===== src/rtl/spi_slave_pkg.sv =====
// Shared types and constants for the SPI Mode 0 responder.
package spi_slave_pkg;

  typedef enum logic {
    IDLE   = 1'b0,
    ACTIVE = 1'b1
  } state_t;

  localparam int         SYNC_STAGES    = 2;
  localparam logic [7:0] DUMMY_BYTE_DEF = 8'hFF;

endpackage


===== src/rtl/sync_2ff.sv =====
// Multi-flop synchroniser for one asynchronous SPI input, with a per-instance reset value.
module sync_2ff
  import spi_slave_pkg::*;
#(
  parameter logic RST_VAL = 1'b0
) (
  input  logic clk,
  input  logic rst_n,
  input  logic d,
  output logic q
);

  logic [SYNC_STAGES-1:0] sr;

  always_ff @(posedge clk or negedge rst_n) begin
    if (!rst_n) sr <= {SYNC_STAGES{RST_VAL}};
    else        sr <= {sr[SYNC_STAGES-2:0], d};
  end

  assign q = sr[SYNC_STAGES-1];

endmodule


===== src/rtl/spi_slave.sv =====
// SPI Mode 0 responder: oversamples SCK/CS_N/MOSI in the clk domain, receives bytes
// on a valid pulse and transmits bytes from a one-deep valid/ready holding register.
module spi_slave
  import spi_slave_pkg::*;
#(
  parameter logic [7:0] DUMMY_BYTE = DUMMY_BYTE_DEF
) (
  input  logic       clk,
  input  logic       rst_n,
  input  logic       spi_clk,
  input  logic       spi_cs_n,
  input  logic       spi_mosi,
  output logic       spi_miso,
  output logic       spi_miso_oe,
  input  logic [7:0] tx_data,
  input  logic       tx_valid,
  output logic       tx_ready,
  output logic [7:0] rx_data,
  output logic       rx_valid,
  output logic       cs_active,
  output logic       frame_done,
  output logic       tx_underrun
);

  logic sck_s, cs_s, mosi_s;
  logic sck_d, cs_d;

  sync_2ff #(.RST_VAL(1'b0)) u_sync_sck  (.clk(clk), .rst_n(rst_n), .d(spi_clk),  .q(sck_s));
  sync_2ff #(.RST_VAL(1'b1)) u_sync_cs   (.clk(clk), .rst_n(rst_n), .d(spi_cs_n), .q(cs_s));
  sync_2ff #(.RST_VAL(1'b0)) u_sync_mosi (.clk(clk), .rst_n(rst_n), .d(spi_mosi), .q(mosi_s));

  // Edge-detect stage
  always_ff @(posedge clk or negedge rst_n) begin
    if (!rst_n) begin
      sck_d <= 1'b0;
      cs_d  <= 1'b1;
    end else begin
      sck_d <= sck_s;
      cs_d  <= cs_s;
    end
  end

  logic cs_fall, cs_rise, sck_rise, sck_fall;

  assign cs_fall  =  cs_d & ~cs_s;
  assign cs_rise  = ~cs_d &  cs_s;
  assign sck_rise = ~cs_s &  sck_s & ~sck_d;
  assign sck_fall = ~cs_s & ~sck_s &  sck_d;

  state_t     state;
  logic [2:0] bit_cnt;
  logic       reload;
  logic       hold_full;
  logic [7:0] hold_data;
  logic [7:0] tx_sr;
  logic [7:0] rx_sr;

  logic       load;
  logic       capture;
  logic [7:0] next_byte;
  logic       take_hold;
  logic       underrun;

  assign load     = ((state == IDLE) && cs_fall) ||
                    ((state == ACTIVE) && sck_fall && reload);
  assign tx_ready = ~hold_full;
  // A byte offered while a load is taking place bypasses the holding register.
  assign capture  = tx_valid && !hold_full && !load;

  always_comb begin
    next_byte = DUMMY_BYTE;
    take_hold = 1'b0;
    underrun  = 1'b0;
    if (hold_full) begin
      next_byte = hold_data;
      take_hold = 1'b1;
    end else if (tx_valid) begin
      next_byte = tx_data;
    end else begin
      underrun  = 1'b1;
    end
  end

  // Control and output stage
  always_ff @(posedge clk or negedge rst_n) begin
    if (!rst_n) begin
      state       <= IDLE;
      bit_cnt     <= 3'd0;
      reload      <= 1'b0;
      hold_full   <= 1'b0;
      spi_miso    <= 1'b0;
      spi_miso_oe <= 1'b0;
      rx_data     <= 8'h00;
      rx_valid    <= 1'b0;
      cs_active   <= 1'b0;
      frame_done  <= 1'b0;
      tx_underrun <= 1'b0;
    end else begin
      rx_valid    <= 1'b0;
      frame_done  <= 1'b0;
      tx_underrun <= load && underrun;

      if (load && take_hold) hold_full <= 1'b0;
      else if (capture)      hold_full <= 1'b1;

      case (state)
        IDLE: begin
          if (cs_fall) begin
            state       <= ACTIVE;
            bit_cnt     <= 3'd0;
            reload      <= 1'b0;
            spi_miso    <= next_byte[7];
            spi_miso_oe <= 1'b1;
            cs_active   <= 1'b1;
          end
        end
        ACTIVE: begin
          if (cs_rise) begin
            state       <= IDLE;
            bit_cnt     <= 3'd0;
            reload      <= 1'b0;
            spi_miso_oe <= 1'b0;
            cs_active   <= 1'b0;
            frame_done  <= 1'b1;
          end else begin
            if (sck_rise) begin
              bit_cnt <= bit_cnt + 3'd1;
              if (bit_cnt == 3'd7) begin
                rx_data  <= {rx_sr[6:0], mosi_s};
                rx_valid <= 1'b1;
                reload   <= 1'b1;
              end
            end
            if (sck_fall) begin
              reload   <= 1'b0;
              spi_miso <= reload ? next_byte[7] : tx_sr[6];
            end
          end
        end
        default: state <= IDLE;
      endcase
    end
  end

  // Shift-register datapath, no reset: every byte is loaded before it is used
  always_ff @(posedge clk) begin
    if (capture) hold_data <= tx_data;

    if (load)                                tx_sr <= next_byte;
    else if ((state == ACTIVE) && sck_fall)  tx_sr <= {tx_sr[6:0], 1'b0};

    if ((state == ACTIVE) && sck_rise)       rx_sr <= {rx_sr[6:0], mosi_s};
  end

endmodule

===== config.mk =====
export PLATFORM = sky130hd
export DESIGN_NAME = spi_slave
export DESIGN_NICKNAME = d
export VERILOG_FILES = /design/src/rtl/spi_slave_pkg.sv /design/src/rtl/sync_2ff.sv /design/src/rtl/spi_slave.sv
export SDC_FILE = /design/constraint.sdc
export NUM_CORES = 1
export LEC_CHECK = 0
export BUFFER_PORTS_ARGS = -buffer_cell sky130_fd_sc_hd__buf_4
export CAP_MARGIN = 20
export CORE_UTILIZATION = 30
export CTS_BUF_LIST = sky130_fd_sc_hd__clkbuf_4 sky130_fd_sc_hd__clkbuf_8 sky130_fd_sc_hd__clkbuf_16
export DETAILED_ROUTE_END_ITERATION = 8
export PLACE_DENSITY = 0.57
export SLEW_MARGIN = 25
export SYNTH_ARGS = -nofsm -noshare
export SYNTH_HDL_FRONTEND = slang
export SYNTH_HIERARCHICAL = 1
export SYNTH_SLANG_ARGS = --single-unit

===== constraint.sdc =====
create_clock -name clk -period 1.6 [get_ports clk]
set_input_delay 0.32 -clock clk [delete_from_list [all_inputs] [get_ports clk]]
set_output_delay 0.32 -clock clk [all_outputs]
set_load 0.01 [all_outputs]

==> results of run 1 <==
cell usage after synthesis, types with 2 or more instances:
master,n,area share [%]
o22ai_1,5,1.6
nor3b_1,2,0.79
nor2b_1,3,0.99
ha_1,2,1.3
inv_1,6,1.2
nand3b_1,2,0.79
a22o_1,2,0.92
o21ai_0,4,1.1
edfxtp_1,22,35
mux2i_1,5,2.6
mux2_2,2,1.2
nand2_1,2,0.39
dfrtp_1,24,32
a21oi_1,2,0.53
nor2_1,3,0.59
dfstp_2,3,4.1
nand2b_1,3,0.99
mux2_4,9,7.1
state kept, by name (all words and copies together), names as in the netlist, 2 cells and up:
name            count
hold_data           8
rx_data             8
rx_sr               7
tx_sr               7
bit_cnt             3
u_sync_cs/sr        2
u_sync_mosi/sr      2
u_sync_sck/sr       2
logic make-up after synthesis:
family | Yosys count
flops | 49
simple gates | 21
compound gates | 19
mux | 16
buf+inv | 10
fa+ha+maj | 3
power breakdown:
part           internal (µW)  switching, µW
sequential              1380           33.6
combinational            123            108
clock                    558            425
total                   2060            566
area by class of cell:
type / instances / area (µm²) / share of cell area, %
Sequential cell: 49 / 1340 / 55.1
Clock inverter: 2 / 35.0 / 1.44
Clock buffer: 6 / 93.8 / 3.86
Tap cell: 75 / 93.8 / 3.86
Multi-Input combinational cell: 59 / 529 / 21.7
Timing Repair Buffer: 41 / 314 / 12.9
Inverter: 7 / 26.3 / 1.08
metal layers:
metal  global-route usage [%]  up-vias  share of wire (%)
met5                        0        -                  0
met3                     3.44        9                3.9
li1                         -      518                  -
met1                     12.9      521                 45
met4                     6.67        0                2.9
met2                     17.8       27                 48
critical path, stage by stage (launching register included):
cell	delay [ns]
dfrtp_1	0.43
nand4b_1	0.26
a21oi_4	0.22
buf_6	0.12
mux2_4	0.28
through the flow:
step | utilization, % | setup WS (ns) | power [µW] | hold slack [ns]
2_1_floorplan | - | 0.0535 | 1540 | 0.0244
3_3_place_gp | 37.7 | -0.0247 | 1660 | 0.250
3_5_place_dp | 37.7 | -0.102 | 1670 | 0.262
4_1_cts | 40.1 | 0.00820 | 2650 | 0.110
5_1_grt | 40.4 | -0.0170 | 2730 | 0.0983
6_report | 40.4 | 0.0444 | 2620 | 0.124
what timing repair did:
action,4_1_cts,5_1_grt
pin swaps,0,1
hold endpoints to repair,24,0
setup buffers,0,1
endpoints found under the setup margin,17,9
resized for setup,3,3
hold buffers,1,0
final timing paths:
check                             startpoint                 to  slack [ns]  cells past startpoint
setup reg to reg            u_sync_sck/sr[1]           tx_sr[1]        0.04                      4
hold / removal                      spi_cs_n    u_sync_cs/sr[0]        0.12                      1
min in group asynchronous              rst_n           spi_miso        0.46                      2
max in group asynchronous              rst_n    u_sync_cs/sr[0]        0.82                      2
setup / recovery            u_sync_sck/sr[1]           tx_sr[1]        0.04                      4
hold reg to reg            u_sync_mosi/sr[0]  u_sync_mosi/sr[1]        0.34                      0
placed cells by master (no fill, tap or decap), drive strengths merged, types with 3 or more instances in the layout:
cell type,netlist,routed
clkbuf,0,6
a21oi,3,3
o22ai,5,5
dfrtp,24,24
dfstp,3,3
nor2b,4,4
inv,7,7
edfxtp,22,22
mux2,11,11
nor2,3,3
buf,3,40
nand2b,4,4
mux2i,5,5
o21ai,4,4
==> results.cfg, run 1 <==
[pwr]
total_leakage_power_uw = 0.00104
ir_worst_vdd_mv = 0.546
power_density_nw_per_um2 = 1080

[logic_synthesis]
yosys.area_share.simple_pct = 7.03
yosysUniqueCellTypes = 35
synth_compound_area_share_pct = 7.29
synthAdderAreaFrac_pct = 1.84
synthArstFlopShare_pct = 55.1
ys.flop_type = dfrtp_1
ys_ff_latch = 49
yosysSeqAreaShare_pct = 70.3
ys_warn_count = 6
synth-xor-area-share_pct = 0
syn_area_per_cell_um2 = 16.1
muxShareOfSynthArea_pct = 10.9
synth_nets = 134
synth_top_family_by_area = multiplexers
netlist_area_um2 = 1910
synthCells = 118
synth_edf_count = 22

[cells_and_area]
fill_cells = 586
antenna_cells = 0
design_area_um2 = 2430
drive_above_1_share_pct = 43.3
area_delta_synth_final_pct = 27.7
nNetsFinal = 179
stdcell_count = 239

[floorplan]
rows = 28
initial_utilization_pct = 31.6
fp.dieW_um = 81.7
core_area_um2 = 6030
fp.dieH_um = 81.7
fp.dieArea_um2 = 6670
boundaryPins = 29

[placement]
place_area_um2 = 2270
dp_hpwl_um = 2270
portBuffers = 28
gp_congestion = 0.744
dp.cells = 229

[job]
cap_violations = 0

[sta]
setup_tns_ns = 0
fmax_ghz = 0.643
period_share_pct = 97.2
finalClockSkew_ns = 0.0107
finalMaxSlewViolations = 0
setup_violations = 0
period_minus_slack_ns = 1.56
maxSlewHeadroom_pct = 72.0
rsz0062_at_grt = true
worst_slew_pin_slew_ns = 0.420
hold_viol = 0

[clock_network]
ctsHtreeMaxLevel = 2
cts.sinks = 49
tritoncts = yes
cts_max_path_buffers = 2
cts_buffers = 5
cts.clk_slew.worst_paths_ns = 0.10
cts_root_buf = clkbuf_8
insertion_delay_ns = 0.31

[routing]
via_per_inst = 4.50
drtPass1Iterations = 2
wl_um = 3240
wl_per_cell_um = 13.6
ant_nets = 0
drc = 0
drtIter0Drc = 59
vias = 1075

[global_route]
grtUsageTotal_pct = 11.0
grt_pass1_vias = 1115
grt_max_degree = 28
grt_overflow_total = 0
antenna_found_initial = 0
grt_pass1_wl_um = 5260

[critical_path]
cp_data_arrival_time_ns = 1.63
critPathKind = register to register
start_kind = register
worstSetupEndpointType = register
cp_max_fo = 5
required_ns = 1.67

[worst_hold_path]
hold_class = input pin to register

[status]
status = completed
Power figures use the tool's default switching activity.
==> run 2, diff against run 1 <==
--- a/config.mk
+++ b/config.mk
@@ -7,10 +7,10 @@
 export LEC_CHECK = 0
 export BUFFER_PORTS_ARGS = -buffer_cell sky130_fd_sc_hd__buf_4
 export CAP_MARGIN = 20
-export CORE_UTILIZATION = 30
+export CORE_UTILIZATION = 38
 export CTS_BUF_LIST = sky130_fd_sc_hd__clkbuf_4 sky130_fd_sc_hd__clkbuf_8 sky130_fd_sc_hd__clkbuf_16
 export DETAILED_ROUTE_END_ITERATION = 8
-export PLACE_DENSITY = 0.57
+export PLACE_DENSITY = 0.67
 export SLEW_MARGIN = 25
 export SYNTH_ARGS = -nofsm -noshare
 export SYNTH_HDL_FRONTEND = slang
==> results.cfg, run 2 (synthesis results as in run 1) <==
[critical_path]
reg2reg_from = cs_d
cp_data_arrival_time_ns = 1.51
cp_max_fo = 8
required_ns = 1.61
critPathKind = register to register
start_kind = register
reg2reg_depth = 4
rrSetupSlack_ns = 0.09
worstSetupEndpointType = register
critPathLaunch = cs_d
r2r_end = tx_sr[3]

[sta]
fin_ws_ns = 0.0920
maxSlewHeadroom_pct = 73.4
period_minus_slack_ns = 1.51
setup_tns_ns = 0
hold_ws_ns = 0.127
rsz0062_at_grt = false
fmax_ghz = 0.663
period_share_pct = 94.3
setup_violations = 0
hold_viol = 0
finalMaxSlewViolations = 0
finalClockSkew_ns = 0.00848
worst_slew_pin_slew_ns = 0.399

[clock_network]
cts.sinks = 49
postCtsSetupBuffers = 0
cts_buffers = 5
cts_max_path_buffers = 2
cts.clk_slew.worst_paths_ns = 0.09
cts_root_buf = clkbuf_8
ctsHtreeMaxLevel = 2
tritoncts = yes
insertion_delay_ns = 0.29

[floorplan]
rows = 25
fp.dieH_um = 72.8
core_area_um2 = 4790
initial_utilization_pct = 39.8
fp.dieArea_um2 = 5300
fp.dieW_um = 72.8
boundaryPins = 29

[global_route]
grtUsageTotal_pct = 12.6
grt_max_degree = 28
grt_pass1_vias = 1074
grt_overflow_total = 0
antenna_found_initial = 0
grt_pass1_wl_um = 4950

[cells_and_area]
design_area_um2 = 2400
final_common_cell = buf_4
reg_top3 = hold_data (8), rx_data (8)
nNetsFinal = 176
final_cell_mix = 37 x buf_4, 24 x dfrtp_1, 22 x edfxtp_1, 9 x mux2_4, 6 x inv_1
fill_cells = 423
register_area_um2 = 1340
area_delta_synth_final_pct = 25.7
antenna_cells = 0
multi_input_area_um2 = 524
drive_above_1_share_pct = 41.6

[worst_hold_path]
min_from = spi_mosi
hold_class = input pin to register
worstHoldEndpoint = u_sync_mosi/sr[0]
worstHoldPathCells = 1

[routing]
wl_per_cell_um = 13.0
ant_nets = 0
drc = 0
drtPass1Iterations = 4
vias = 1054
wl_um = 2970
via_per_inst = 4.62
drtIter0Drc = 76

[job]
cap_violations = 0

[placement]
place_ws_ns = -0.0446
dp_hpwl_um = 2180
portBuffers = 28
place_area_um2 = 2250
gp_congestion = 0.715

[pwr]
clock_power_share_pct = 38.2
p_seq_share_pct = 53.2
internal_power_uw = 2110
comb_power_share_pct = 8.6
total_leakage_power_uw = 0.00103
power_density_nw_per_um2 = 1100
p_sw_uw = 530
switching_share_pct = 20.1
ir_worst_vdd_mv = 0.475

[status]
status = completed
## run 2: changes by cell type in the layout (fill, tap and decap cells not counted)
cell and delta:
buf_4 -2, buf_6 -1, bufinv_16 +1, clkbuf_16 -1
dfrtp_1 +1, dfrtp_2 -1, nor2_2 +1, nor2_4 -1
## run 2: how the worst max path moves through the flow
| stage | end | slack (ns) | depth (start not counted) |
|---|---|---|---|
| 2_1_floorplan | tx_sr[1] | 0.05 | 3 |
| 3_3_place_gp | rx_data[0] | -0.007 | 4 |
| 3_5_place_dp | rx_data[0] | -0.04 | 4 |
| 4_1_cts | hold_data[3] | 0.02 | 2 |
| 5_1_grt | tx_sr[4] | 0.05 | 4 |
| 6_report | tx_sr[3] | 0.09 | 4 |
## run 2: critical path, cell delays in order, from the launching register on
cell	delay, ns
dfstp_2	0.61
nand2b_2	0.10
buf_4	0.14
a21oi_2	0.17
buf_4	0.19
## run 2: power groups by stage
stage	Clock, µW	Sequential, µW	Combinational, µW
after floorplan	0	1440	108
after global placement	0	1430	221
after detailed placement	0	1430	228
after CTS	1030	1410	232
after global routing	1090	1410	251
final	1010	1410	227
## run 2: cell type report
cell class / count / share of cell area, %
sequential: 49 / 55.9
multi-input combinational: 59 / 21.9
timing repair buffer: 38 / 12.0
tap: 67 / 3.50
clock buffer: 5 / 2.87
clock inverter: 3 / 2.72
inverter: 7 / 1.10
## run 2: layer usage
metal  up-vias  GRT usage (%)  part of all wire, %
met5         -              0                    0
met4         0           4.36                 0.77
met3         4           4.28                  3.9
met2        32           20.7                   49
met1       503           15.7                   46
li1        515              -                    -
## run 2: metrics by stage
step	power, µW	cells	util (%)
floorplan	1540	118	-
global placement	1650	219	47.0
detailed placement	1660	219	47.0
CTS	2670	228	50.0
global route	2750	228	50.1
finish	2640	228	50.1
## run 2: what timing repair did
action / 4_1_cts / 5_1_grt
endpoints found under the hold margin: 24 / 0
resized for setup: 1 / 2
hold buffers: 1 / 0
endpoints found under the setup margin: 8 / 16
